`src/rtl/keypad_scanner.sv`:
```
// Matrix keypad scanner: rotates a one-hot column drive and debounces single-key presses and releases.
// Multi-row closures are rejected, and the scanner can optionally auto-repeat a held key.
module keypad_scanner #(
    parameter int NROWS           = 4,
    parameter int NCOLS           = 4,
    parameter int DEBOUNCE_CYCLES = 50000,
    parameter int SCAN_CYCLES     = 1000,
    parameter int REPEAT_EN       = 0,
    parameter int REPEAT_DELAY    = 500000,
    parameter int REPEAT_RATE     = 100000,
    localparam int KW = (NROWS * NCOLS > 2) ? $clog2(NROWS * NCOLS) : 1
) (
    input  logic             clk,
    input  logic             reset,
    input  logic [NROWS-1:0] row,
    output logic [NCOLS-1:0] col,
    output logic [KW-1:0]    key_code,
    output logic             key_valid,
    output logic             key_held,
    output logic             multi_key
);
    localparam int RIW     = $clog2(NROWS);
    localparam int CIW     = $clog2(NCOLS);
    localparam int CNT_MAX = (DEBOUNCE_CYCLES > SCAN_CYCLES) ? DEBOUNCE_CYCLES : SCAN_CYCLES;
    localparam int CNTW    = $clog2(CNT_MAX + 1);
    localparam int REP_MAX = (REPEAT_DELAY > REPEAT_RATE) ? REPEAT_DELAY : REPEAT_RATE;
    localparam int REPW    = $clog2(REP_MAX + 2);

    localparam logic [CNTW-1:0] DB_LAST   = CNTW'(DEBOUNCE_CYCLES - 1);
    localparam logic [CNTW-1:0] SC_LAST   = CNTW'(SCAN_CYCLES - 1);
    localparam logic [REPW-1:0] REP_FIRST = REPW'((REPEAT_DELAY > 0) ? REPEAT_DELAY - 1 : 0);
    localparam logic [REPW-1:0] REP_NEXT  = REPW'((REPEAT_RATE > 0) ? REPEAT_RATE - 1 : 0);
    localparam logic [CIW-1:0]  CI_LAST   = CIW'(NCOLS - 1);

    typedef enum logic [1:0] {SCAN, DEBOUNCE, HOLD, RELEASE} state_t;

    state_t           r_state;
    logic [NROWS-1:0] r_sync1;
    logic [NROWS-1:0] r_rs;
    logic [NROWS-1:0] r_cr;
    logic [RIW-1:0]   r_ri;
    logic [CIW-1:0]   r_ci;
    logic [NCOLS-1:0] r_col;
    logic [CNTW-1:0]  r_cnt;
    logic [REPW-1:0]  r_rep;
    logic [KW-1:0]    r_key_code;
    logic             r_key_valid;
    logic             r_key_held;
    logic             r_multi_key;

    logic             w_any;
    logic             w_onehot;
    logic [RIW-1:0]   w_ri;
    logic [CIW-1:0]   w_ci_next;
    logic [NCOLS-1:0] w_col_next;
    logic [KW-1:0]    w_code;

    assign w_any      = |r_rs;
    assign w_onehot   = $onehot(r_rs);
    assign w_ci_next  = (r_ci == CI_LAST) ? '0 : r_ci + 1'b1;
    assign w_col_next = {r_col[NCOLS-2:0], r_col[NCOLS-1]};
    assign w_code     = KW'(int'(r_ri) * NCOLS + int'(r_ci));

    always_comb begin
        w_ri = '0;
        for (int i = 0; i < NROWS; i++) begin
            if (r_rs[i]) w_ri = RIW'(i);
        end
    end

    always_ff @(posedge clk) begin
        if (reset) begin
            r_state     <= SCAN;
            r_sync1     <= '0;
            r_rs        <= '0;
            r_cr        <= '0;
            r_ri        <= '0;
            r_ci        <= '0;
            r_col       <= NCOLS'(1);
            r_cnt       <= '0;
            r_rep       <= '0;
            r_key_code  <= '0;
            r_key_valid <= 1'b0;
            r_key_held  <= 1'b0;
            r_multi_key <= 1'b0;
        end else begin
            r_sync1     <= row;
            r_rs        <= r_sync1;
            r_key_valid <= 1'b0;
            r_multi_key <= 1'b0;
            case (r_state)
                SCAN: begin
                    // Rows are judged only once the synchronizer reflects this column.
                    if (r_cnt == SC_LAST) begin
                        r_cnt <= '0;
                        if (w_onehot) begin
                            r_ri    <= w_ri;
                            r_cr    <= r_rs;
                            r_state <= DEBOUNCE;
                        end else begin
                            r_ci        <= w_ci_next;
                            r_col       <= w_col_next;
                            r_multi_key <= w_any;
                        end
                    end else begin
                        r_cnt <= r_cnt + 1'b1;
                    end
                end
                DEBOUNCE: begin
                    if (r_rs == r_cr) begin
                        if (r_cnt == DB_LAST) begin
                            r_state     <= HOLD;
                            r_key_valid <= 1'b1;
                            r_key_code  <= w_code;
                            r_key_held  <= 1'b1;
                            r_rep       <= REP_FIRST;
                            r_cnt       <= '0;
                        end else begin
                            r_cnt <= r_cnt + 1'b1;
                        end
                    end else begin
                        r_state <= SCAN;
                        r_cnt   <= '0;
                        r_ci    <= w_ci_next;
                        r_col   <= w_col_next;
                    end
                end
                HOLD: begin
                    if (r_rs == r_cr) begin
                        if (REPEAT_EN != 0) begin
                            if (r_rep == '0) begin
                                r_key_valid <= 1'b1;
                                r_rep       <= REP_NEXT;
                            end else begin
                                r_rep <= r_rep - 1'b1;
                            end
                        end
                    end else begin
                        r_state <= RELEASE;
                        r_cnt   <= '0;
                    end
                end
                RELEASE: begin
                    // A second key seen here only restarts the release count; it is never reported.
                    if (!w_any) begin
                        if (r_cnt == DB_LAST) begin
                            r_state    <= SCAN;
                            r_cnt      <= '0;
                            r_ci       <= w_ci_next;
                            r_col      <= w_col_next;
                            r_key_held <= 1'b0;
                        end else begin
                            r_cnt <= r_cnt + 1'b1;
                        end
                    end else if (r_rs == r_cr) begin
                        r_state <= HOLD;
                        r_rep   <= REP_FIRST;
                        r_cnt   <= '0;
                    end else begin
                        r_cnt <= '0;
                    end
                end
                default: r_state <= SCAN;
            endcase
        end
    end

    assign col       = r_col;
    assign key_code  = r_key_code;
    assign key_valid = r_key_valid;
    assign key_held  = r_key_held;
    assign multi_key = r_multi_key;
endmodule

```
`config.mk`:
```
export PLATFORM = sky130hd
export DESIGN_NAME = keypad_scanner
export DESIGN_NICKNAME = d
export VERILOG_FILES = /design/src/rtl/keypad_scanner.sv
export SDC_FILE = /design/constraint.sdc
export NUM_CORES = 1
export LEC_CHECK = 0
export CAP_MARGIN = 20
export CORE_ASPECT_RATIO = 1.4
export CORE_MARGIN = 3
export CORE_UTILIZATION = 55
export DETAILED_ROUTE_END_ITERATION = 8
export PLACE_DENSITY = 0.84
export SLEW_MARGIN = 15
export SYNTH_ARGS = -nofsm -noshare
export SYNTH_HDL_FRONTEND = slang
export SYNTH_SLANG_ARGS = --single-unit
```
`constraint.sdc`:
```
create_clock -name clk -period 3.2 [get_ports clk]
set_clock_uncertainty 0.05 [all_clocks]
set_input_delay 0.96 -clock clk [delete_from_list [all_inputs] [get_ports clk]]
set_output_delay 0.96 -clock clk [all_outputs]
set_load 0.01 [all_outputs]
```
==> run metrics <==
placed cell areas 2360 sq um; ys async rst share 0; share of the synthesized area in the top cell type 0.414; outcome completed; net count after synthesis 258; total CTS buffers 5; Die Wd 59.2 um; ant diodes 0; setup TNS 0 ns; vias in the first global route between 1,500 and 2,000; critical path arrival 3.09 ns; antenna violation net count after detailed routing 0; wl on met1 roughly 1900 um; slowest cell delay on critical path 0.49 ns; Yosys Warn Count 0; hold-fix buffer count after cts 0; Remaining Overflow, GRT 0; clock-pin slew on the worst setup and hold paths 0.08 ns; clock latency on the worst-skew pair roughly 0.3 ns; CTS tree yes; Yosys reg bits 45; Multi-input gate area 1190 sq um; register area between 900 and 1000 sq um; Port Buffer Count 16; H-Tree Depth 2; CP Class flop to flop; CP Launch Type flop; Rel. slew slack 0.578; Synth cell types 52; synthesized area roughly 2200 sq um; chip height 80.4 um; CP Capture Type flop; fmax around 340 MHz; mean area per synthesized cell slightly below 9 sq um; post-synthesis cell count about 250; setup violators final 0; Pwr per Cell Area 401 nW/um^2; layout cell share with drive strength beyond 1 0.0717; Post-synth EDFFs 0; slowest CP cell fa_1; nets roughly 280; RSZ-0062 raised after global routing false; worst-path maximum fanout 5; clock sink count 45; Worst-Margin Slew between 0.6 and 0.7 ns; Max Root-Sink Buffers 2; period utilisation layout 0.909; reg2reg setup slack 0.29 ns; worst min path class flop to flop; GRT Util Overall 0.220; MaxCap Viol Count 0; uppermost layer routed met4; DR vias 1,823; row cnt 26; Avg Vias per Cell 5.94; first-pass detailed-route iteration total 4; Ports 17; post_cts resized 0; hold slack 0.394 ns; Filler Cell Count between 300 and 400; Met2 Wirelength 2410 um; sequential cell area fraction in the yosys report 0.414; Leakage 0.871 nW; Placed Cells 299; Routed WL between 4000 and 5000 um; crit-path cells inv_1 > fa_1 > inv_1 > ha_1 > ha_1 > nor3b_1 > nand2b_1 > o32ai_1 > a31oi_1 > mux2i_1; initial antenna violation count 0; WL/cell 15.1 um; metal3 WL 163 um; hpwl dp 3350 um; iteration-0 DRC count of the detailed router 80; total core area between 3000 and 4000 sq um; Final min period between 2 and 3 ns; Yosys top cell by area dfxtp_1; final worst setup slack between 0.2 and 0.3 ns; Worst EP required 3.38 ns; VDD IR max between 0.4 and 0.5 mV; final std cells w/o fill 307; placer congestion estimate 0.926; first-pass GRT wire length 7930 um; final hold violations 0; final instance area 2450 sq um; Slew Limit Fails 0; pre-CTS WS 0.321 ns; Root Buffer Master clkbuf_8; Synth Flop Type dfxtp_1; Initial Utilization 0.582; Synth area leaders dfxtp_1, mux2i_1, nand2_1; Die Area 4760 sq um; Area Growth Syn to Fin 12.5%; largest net degree at the start of global routing 29; postcts setup bufs 0; DRC viols 0
[layout by cell type, fill, tap and decap left out, types with 2 or more instances in the layout]
cell | netlist | layout
and2_1 | 3 | 3
a211oi_1 | 2 | 2
xor2_1 | 3 | 3
nor3_2 | 2 | 2
a21oi_1 | 10 | 10
o21ai_0 | 13 | 13
clkbuf_8 | 0 | 5
a31oi_1 | 2 | 2
or3_1 | 4 | 4
and3_1 | 3 | 3
nor3b_1 | 2 | 2
o211ai_1 | 2 | 2
xnor2_1 | 8 | 8
mux2i_1 | 15 | 15
o22ai_1 | 2 | 2
o21a_1 | 2 | 2
nand3_1 | 7 | 7
inv_1 | 6 | 6
clkbuf_1 | 5 | 2
nand4_1 | 5 | 5
or4_1 | 2 | 2
nor2_1 | 25 | 25
nor2b_1 | 10 | 10
nand2_1 | 27 | 27
nor3_1 | 8 | 8
nand2b_1 | 2 | 2
buf_4 | 1 | 4
ha_1 | 5 | 5
dfxtp_1 | 45 | 45
clkdlybuf4s50_1 | 0 | 16
[sequential cells by signal, summed over array words and instances (netlist names)]
name and flops:
col 4, key_code 4, key_held 1, key_valid 1
multi_key 1, r_ci 2, r_cnt 16, r_cr 4
r_ri 2, r_rs 4, r_state 2, r_sync1 4
[synthesized netlist by cell type (4+ instances only)]
library cell,count
xnor2_1,8
inv_1,6
dfxtp_1,45
nor2b_1,10
a21oi_1,10
clkbuf_1,5
ha_1,5
nand4_1,5
mux2i_1,15
o21ai_0,13
nor3_1,8
nand3_1,7
or3_1,4
nor2_1,25
nand2_1,27
[worst max-delay path, delay by kind of cell (launching register included)]
kind	cells	cell delay, ns
adder cells (fa/ha/maj)	3	0.92
AO/OA/AOI/OAI	2	0.57
AND/OR/NAND/NOR	2	0.48
flip-flops	1	0.42
multiplexers	1	0.26
buffers and inverters	2	0.14
[through the flow]
stage          utilization  power (mW)
5_1_grt              0.655        1.01
3_3_place_gp         0.632       0.648
4_1_cts              0.655       0.989
3_5_place_dp         0.632       0.651
2_1_floorplan            -       0.629
6_report             0.655       0.983
[final cells by class]
| cell class | count | share of cell area |
|---|---|---|
| Multi-Input combinational cell | 185 | 0.488 |
| Sequential cell | 45 | 0.368 |
| Timing Repair Buffer | 20 | 0.0777 |
| Clock buffer | 7 | 0.0312 |
| Tap cell | 42 | 0.0215 |
| Inverter | 7 | 0.0107 |
| Clock inverter | 1 | 0.00307 |
[cells by family (layout without fill, tap and decap cells)]
kind of cell	count (synthesis)	count (layout)	share of synthesized area
compound gates	46	46	0.145
xor+xnor	11	11	0.0443
buf+inv	16	35	0.0368
fa+ha+maj	6	6	0.0380
flops	45	45	0.414
mux	15	15	0.0690
simple gates	107	107	0.253
[report_power, final]
part	internal, mW	switching (mW)
combinational	0.0254	0.0385
clock	0.155	0.190
sequential	0.567	0.00657
[metal layers]
metal,track usage,vias up
met5,0,-
met4,0.113,0
met3,0.0450,15
met2,0.382,45
met1,0.246,854
li1,-,909
[final timing paths]
check | start | to | cells after the start
max | r_rs[3]$_SDFF_PP0_ | col[2]$_SDFFE_PP0P_ | 10
min | r_sync1[0]$_SDFF_PP0_ | r_rs[0]$_SDFF_PP0_ | 1
max reg2reg | r_rs[3]$_SDFF_PP0_ | col[2]$_SDFFE_PP0P_ | 10
min reg2reg | r_sync1[0]$_SDFF_PP0_ | r_rs[0]$_SDFF_PP0_ | 1
Power figures use the tool's default switching activity.
